### config.mk
export PLATFORM = sky130hd
export DESIGN_NAME = lsu_rmw
export DESIGN_NICKNAME = d
export VERILOG_FILES = /design/src/rtl/lsu_pkg.sv /design/src/rtl/lsu_lane.sv /design/src/rtl/lsu_rmw.sv
export SDC_FILE = /design/constraint.sdc
export NUM_CORES = 1
export LEC_CHECK = 0
export ABC_AREA = 1
export ABC_CLOCK_PERIOD_IN_PS = 1700
export CORE_MARGIN = 2
export CORE_UTILIZATION = 44
export CTS_BUF_LIST = sky130_fd_sc_hd__clkbuf_16
export CTS_CLUSTER_DIAMETER = 40
export DETAILED_ROUTE_END_ITERATION = 8
export GPL_ROUTABILITY_DRIVEN = 0
export GPL_TIMING_DRIVEN = 0
export HOLD_SLACK_MARGIN = 0.15
export PLACE_DENSITY = 0.86
export SLEW_MARGIN = 20
export SYNTH_ARGS = -nofsm -noshare
export SYNTH_HDL_FRONTEND = slang
export SYNTH_SLANG_ARGS = --single-unit
export TNS_END_PERCENT = 20
### constraint.sdc
create_clock -name CLK -period 1.7 [get_ports CLK]
set_input_delay 0.34 -clock CLK [delete_from_list [all_inputs] [get_ports CLK]]
set_output_delay 0.34 -clock CLK [all_outputs]
set_load 0.01 [all_outputs]
### src/rtl/lsu_pkg.sv
// lsu_pkg: shared funct3 codes, FSM encoding and merge buffer for lsu_rmw.
// Also provides the wrapped word-address helper used for memory decode.
package lsu_pkg;

   localparam logic [2:0] F3_B  = 3'b000;
   localparam logic [2:0] F3_H  = 3'b001;
   localparam logic [2:0] F3_W  = 3'b010;
   localparam logic [2:0] F3_BU = 3'b100;
   localparam logic [2:0] F3_HU = 3'b101;

   typedef enum logic {
      IDLE  = 1'b0,
      MERGE = 1'b1
   } state_t;

   typedef struct packed {
      logic [31:0] addr;
      logic [2:0]  f3;
      logic [1:0]  off;
      logic [31:0] wdata;
      logic [31:0] word;
   } mbuf_t;

   // Word index wraps modulo the memory size, as the memory decodes it.
   function automatic logic [31:0] word_addr(
      input logic [31:0] a,
      input int unsigned words
   );
      logic [31:0] idx;
      idx = {2'b00, a[31:2]} % words;
      return idx << 2;
   endfunction

endpackage

### src/rtl/lsu_lane.sv
// lsu_lane: combinational byte/half lane logic for loads and stores.
// Ports: funct3/off/word/wdata in; ld_data (extended), st_data (merged) out.
module lsu_lane
   import lsu_pkg::*;
(
   input  logic [2:0]  funct3,
   input  logic [1:0]  off,
   input  logic [31:0] word,
   input  logic [31:0] wdata,
   output logic [31:0] ld_data,
   output logic [31:0] st_data
);

   logic [7:0]  b;
   logic [15:0] h;

   always_comb begin
      unique case (off)
         2'd0:    b = word[7:0];
         2'd1:    b = word[15:8];
         2'd2:    b = word[23:16];
         default: b = word[31:24];
      endcase
      h = off[1] ? word[31:16] : word[15:0];

      ld_data = word;
      unique case (1'b1)
         (funct3 == F3_B):  ld_data = {{24{b[7]}}, b};
         (funct3 == F3_H):  ld_data = {{16{h[15]}}, h};
         (funct3 == F3_BU): ld_data = {24'd0, b};
         (funct3 == F3_HU): ld_data = {16'd0, h};
         default:           ld_data = word;
      endcase

      st_data = word;
      unique case (1'b1)
         (funct3 == F3_B): begin
            unique case (off)
               2'd0:    st_data[7:0]   = wdata[7:0];
               2'd1:    st_data[15:8]  = wdata[7:0];
               2'd2:    st_data[23:16] = wdata[7:0];
               default: st_data[31:24] = wdata[7:0];
            endcase
         end
         (funct3 == F3_H): begin
            if (off[1]) st_data[31:16] = wdata[15:0];
            else        st_data[15:0]  = wdata[15:0];
         end
         default: st_data = wdata;
      endcase
   end

endmodule

### src/rtl/lsu_rmw.sv
// lsu_rmw: MEM-stage LSU; byte/half stores done as 2-cycle read-modify-write.
// Ports: CLK/RST_N, req_* in, stall/resp_*/misaligned out, mem_* to memory.
// Optional LSU_MISALIGN_TRAP_EN: suppress misaligned H/W accesses and pulse
// misaligned; otherwise addresses are truncated to natural alignment.
module lsu_rmw
   import lsu_pkg::*;
#(
   parameter int unsigned MEM_WORDS   = 64,
   parameter logic [31:0] RESET_RDATA = 32'h0000_0000
) (
   input  logic        CLK,
   input  logic        RST_N,
   input  logic        req_valid,
   input  logic        req_we,
   input  logic [2:0]  req_funct3,
   input  logic [31:0] req_addr,
   input  logic [31:0] req_wdata,
   output logic        stall,
   output logic        resp_valid,
   output logic [31:0] resp_rdata,
   output logic        misaligned,
   output logic        mem_we,
   output logic [31:0] mem_a,
   output logic [31:0] mem_wd,
   input  logic [31:0] mem_rd
);

   state_t      state, state_n;
   mbuf_t       mbuf, mbuf_n;
   logic        rv_n, mis_n;
   logic [31:0] rd_n;
   logic        we_c, stall_c;
   logic        is_ld, is_st, mis;
   logic [31:0] a_idle;

   logic [2:0]  l_f3;
   logic [1:0]  l_off;
   logic [31:0] l_word, l_wdata;
   logic [31:0] l_ld, l_st;

   assign a_idle = word_addr(req_addr, MEM_WORDS);

   // One lane unit: fed by the request in IDLE, by the buffer in MERGE.
   assign l_f3    = (state == MERGE) ? mbuf.f3    : req_funct3;
   assign l_off   = (state == MERGE) ? mbuf.off   : req_addr[1:0];
   assign l_word  = (state == MERGE) ? mbuf.word  : mem_rd;
   assign l_wdata = (state == MERGE) ? mbuf.wdata : req_wdata;

   lsu_lane u_lane (
      .funct3  (l_f3),
      .off     (l_off),
      .word    (l_word),
      .wdata   (l_wdata),
      .ld_data (l_ld),
      .st_data (l_st)
   );

   always_comb begin
      is_ld = req_valid && !req_we &&
              (req_funct3 inside {F3_B, F3_H, F3_W, F3_BU, F3_HU});
      is_st = req_valid && req_we &&
              (req_funct3 inside {F3_B, F3_H, F3_W});
`ifdef LSU_MISALIGN_TRAP_EN
      mis = (is_ld || is_st) &&
            ((((req_funct3 == F3_H) || (req_funct3 == F3_HU)) &&
              req_addr[0]) ||
             ((req_funct3 == F3_W) && (req_addr[1:0] != 2'b00)));
`else
      mis = 1'b0;
`endif
   end

   always_comb begin
      state_n = state;
      mbuf_n  = mbuf;
      rv_n    = 1'b0;
      rd_n    = resp_rdata;
      mis_n   = 1'b0;
      we_c    = 1'b0;
      stall_c = 1'b0;
      mem_a   = a_idle;
      unique case (state)
         IDLE: begin
            if (mis) begin
               mis_n = 1'b1;
               rv_n  = is_ld;
               if (is_ld) rd_n = 32'd0;
            end else if (is_ld) begin
               rv_n = 1'b1;
               rd_n = l_ld;
            end else if (is_st && (req_funct3 == F3_W)) begin
               we_c = 1'b1;
            end else if (is_st) begin
               stall_c = 1'b1;
               mbuf_n  = '{addr:  a_idle,
                           f3:    req_funct3,
                           off:   req_addr[1:0],
                           wdata: req_wdata,
                           word:  mem_rd};
               state_n = MERGE;
            end
         end
         MERGE: begin
            mem_a   = mbuf.addr;
            we_c    = 1'b1;
            state_n = IDLE;
         end
         default: state_n = IDLE;
      endcase
   end

   // Gated by reset so a pending merge write drops out asynchronously.
   assign mem_we = we_c & RST_N;
   assign stall  = stall_c & RST_N;
   assign mem_wd = l_st;

   always_ff @(posedge CLK or negedge RST_N) begin
      if (!RST_N) begin
         state      <= IDLE;
         mbuf       <= '0;
         resp_valid <= 1'b0;
         resp_rdata <= RESET_RDATA;
         misaligned <= 1'b0;
      end else begin
         state      <= state_n;
         mbuf       <= mbuf_n;
         resp_valid <= rv_n;
         resp_rdata <= rd_n;
         misaligned <= mis_n;
      end
   end

endmodule
==> results_dict.tcl <==
set metrics [dict create \
    grtUsageTotal_pct 32.7 \
    final_critical_path_setup_slack_ns -0.985 \
    critical_path.most_common_cell "buf_6" \
    cp_data_required_time_ns 1.36 \
    synth-warning-count 0 \
    cts.sinks 109 \
    vdd_ir_drop_max_v 0.000557 \
    design.portCount 203 \
    seq_area_frac_synth_pct 38.9 \
    worstPathCellList "buf_6 -> inv_6 -> buf_12 -> buf_6 -> or2_1 -> o21ai_2 -> inv_2 -> o211ai_1 -> nand3_1 -> buf_2" \
    switchingPower_mw 3.03 \
    ant_nets 0 \
    post_synth_top_flop "dfrtp_1" \
    critical_path.max_stage_delay_ns 0.37 \
    crit-reg2reg-capture "resp_rdata[29]" \
    core_area_um2 15700 \
    grt_max_degree 60 \
    synth-async-reset-ratio_pct 100 \
    comb_power_share_pct 35.6 \
    die_y_um 130 \
    final_cell_area_um2 10400 \
    internal_power_mw 5.65 \
    critical-path-top-delay-family "buffers and inverters" \
    vias_in_the_first_global_route 7861 \
    rr_startpoint "state" \
    grt_first_pass_wirelength_mm 42.0 \
    timing.critical_path.fanout_max 10 \
    drive_above_1_share_pct 24.4 \
    p_leak_nw 5.25 \
    tritoncts "built" \
    worstSetupEndpointType "primary output" \
    setup-violations-final 148 \
    detail_route.iter0.violations 1313 \
    routed-wl-met2_mm 12.1 \
    crit_slowest_cell "dfrtp_1" \
    r2r_setup_slack_ns -0.39 \
    violations "design-rule violations, negative hold slack, negative setup slack" \
    final_hold_violating_endpoints 51 \
    drcViolationCount 23 \
    ff2ff_path_depth 9 \
    initial_cell_density_of_the_core_pct 44.7 \
    detailroute.via_count 8539 \
    top_layer "met4" \
    syn_inst 1035 \
    wl_met3_mm 3.90 \
    timing.fmax_mhz 373 \
    route.layer.met1.wl_mm 9.74 \
    max_cap_violation_count 0 \
    tightestPinTransition_ns 0.663 \
    die_w_um 130 \
    p_clk_share_pct 24.7 \
    antenna_found_initial 0 \
    drtPass1Iterations 9 \
    ys_seq_elements 109 \
    power_frac_seq_pct 39.7 \
    grt_setup_unrepaired "true" \
    overflow 0 \
    io_buffers 151 \
    worstHoldPathType "input pin to async pin" \
    syn_area_per_cell_um2 6.78 \
    final_max_slew_viol_count 0 \
    cts_buffer_depth 2 \
    clock_tree.root_cell "clkbuf_16" \
    hold-worst-slack_ns -0.111 \
    max-slew-margin-rel_pct 55.5 \
    critPathArrivalTime_ns 2.34 \
    timing.setup.tns_ns -51.26 \
    finalNetCount 1363 \
    cellPowerDensity_nw_per_um2 833 \
    setup.worst_path.class "flip-flop to primary output" \
    final.min_clock_period_ns 2.68 \
    avgViaCountPerCell 5.77 \
    timing.critical_path.from_type "flip-flop" \
    layout_worst_path_cycle_share_pct 158 \
    row_count 46 \
    startpoint "state" \
    wire_per_inst_um 19.0 \
    syn-cell-area_um2 7020 \
    outcome "finished with violations" \
    dpl_cell_area_um2 8990 \
    cts.reportedPaths.clkPinSlew_ns 0.08 \
    clock_latency_ns 0.38 \
    finalWirelength_mm 28.2 \
    detailedPlacementHpwl_mm 18.0 \
    synth_edf_count 0 \
    dieArea_um2 17000 \
    antenna_cells_inserted 0 \
    sw_frac_of_total_pct 34.9 \
    worstPathBufferInverterCount 6 \
    area_growth_synth_to_finish_pct 48.7 \
    clock_skew_ns 0.0122 \
    post_synth_num_cell_types 33 \
    cts-buffers-inserted 9 \
    htreeDepth 3 \
    path_depth 10 \
]
-- timing repair --
item / 4_1_cts / 5_1_grt
setup buffers: 22 / 9
cloned: 5 / 0
pin swaps: 51 / 28
hold endpoints to repair: 51 / 51
gates resized for setup: 403 / 109
setup endpoints to repair: 148 / 149
-- through the flow --
stage | setup WS [ns] | total power [mW] | std cells | hold slack [ns] | util (%)
CTS | -0.834 | 8.37 | 1472 | -0.0688 | 64.7
global route | -0.970 | 9.04 | 1481 | -0.0625 | 66.4
floorplan | -0.107 | 4.75 | 1061 | 0.0444 | -
finish | -0.985 | 8.69 | 1481 | -0.111 | 66.4
detailed placement | -1.31 | 6.01 | 1429 | 0.314 | 57.2
global placement | -4.20 | 5.93 | 1428 | 0.454 | 57.1
-- cells in the final DEF (no fill, tap or decap), types with 10 or more instances in the layout --
master and instances:
buf_2 26, buf_4 61, buf_6 45, clkbuf_16 10, clkdlybuf4s50_1 108, conb_1 27, dfrtp_1 109, inv_1 96
inv_2 13, nand2_1 352, nand3_1 58, nand3_2 27, nor2_1 42, o211ai_1 41, o21ai_0 40, o21ai_1 52
o21ai_2 14, o21ai_4 13, or2_2 20
-- how the worst max path moves through the flow --
stage / endpoint
floorplan: mem_wd[6]
global placement: mem_we
global route: mem_wd[8]
detailed placement: mem_wd[11]
finish: mem_wd[2]
CTS: mem_wd[4]
-- final cells by class --
class / instances / area [um2]
repair buffers: 188 / 1790
fillers: 1152 / 5280
clock buffers: 9 / 225
flip-flops and latches: 109 / 2730
multi-input cells: 749 / 4000
plain buffers: 91 / 920
clock inverters: 7 / 68.8
inverters: 112 / 435
well taps: 216 / 270
-- cells in the mapped netlist, drive strengths merged, types with 2 or more instances --
cell	instances	area share [%]
buf	62	5.9
or2	28	2.5
o21ai	119	8.5
o21a	2	0.21
nand4	3	0.27
a31oi	2	0.18
inv	112	6.0
dfrtp	109	39
o211ai	41	4.4
nand3	87	6.3
clkbuf	29	1.6
a21oi	12	0.91
and2	5	0.45
mux2i	7	1.0
nor2	49	2.8
nand2	364	20
-- power by group through the flow --
stage	combinational (mW)	clock (mW)	sequential [mW]
5_1_grt	3.32	2.23	3.50
3_5_place_dp	2.59	0	3.42
2_1_floorplan	1.31	0	3.44
6_report	3.10	2.15	3.45
4_1_cts	2.84	2.11	3.42
3_3_place_gp	2.53	0	3.40
-- flip-flops by register name, summed over array words and instances, names as in the netlist --
name,flops
mbuf,75
resp_rdata,32
resp_valid,1
state,1
-- per-layer routing --
layer  up-vias  GRT usage, %
met5         -             0
met4         0          19.9
met3       252          9.39
met2       767          49.5
met1      3823          41.4
li1       3697             -
-- logic make-up (layout without fill, tap and decap cells) --
kind of cell | count (synthesis) | after routing | synth area share (%)
multiplexers | 7 | 7 | 0.998
AND/OR/NAND/NOR | 538 | 538 | 32.1
flip-flops | 109 | 109 | 38.9
AO/OA/AOI/OAI | 177 | 177 | 14.5
other | 1 | 27 | 0.0534
buffers and inverters | 203 | 407 | 13.5
Power figures use the tool's default switching activity.
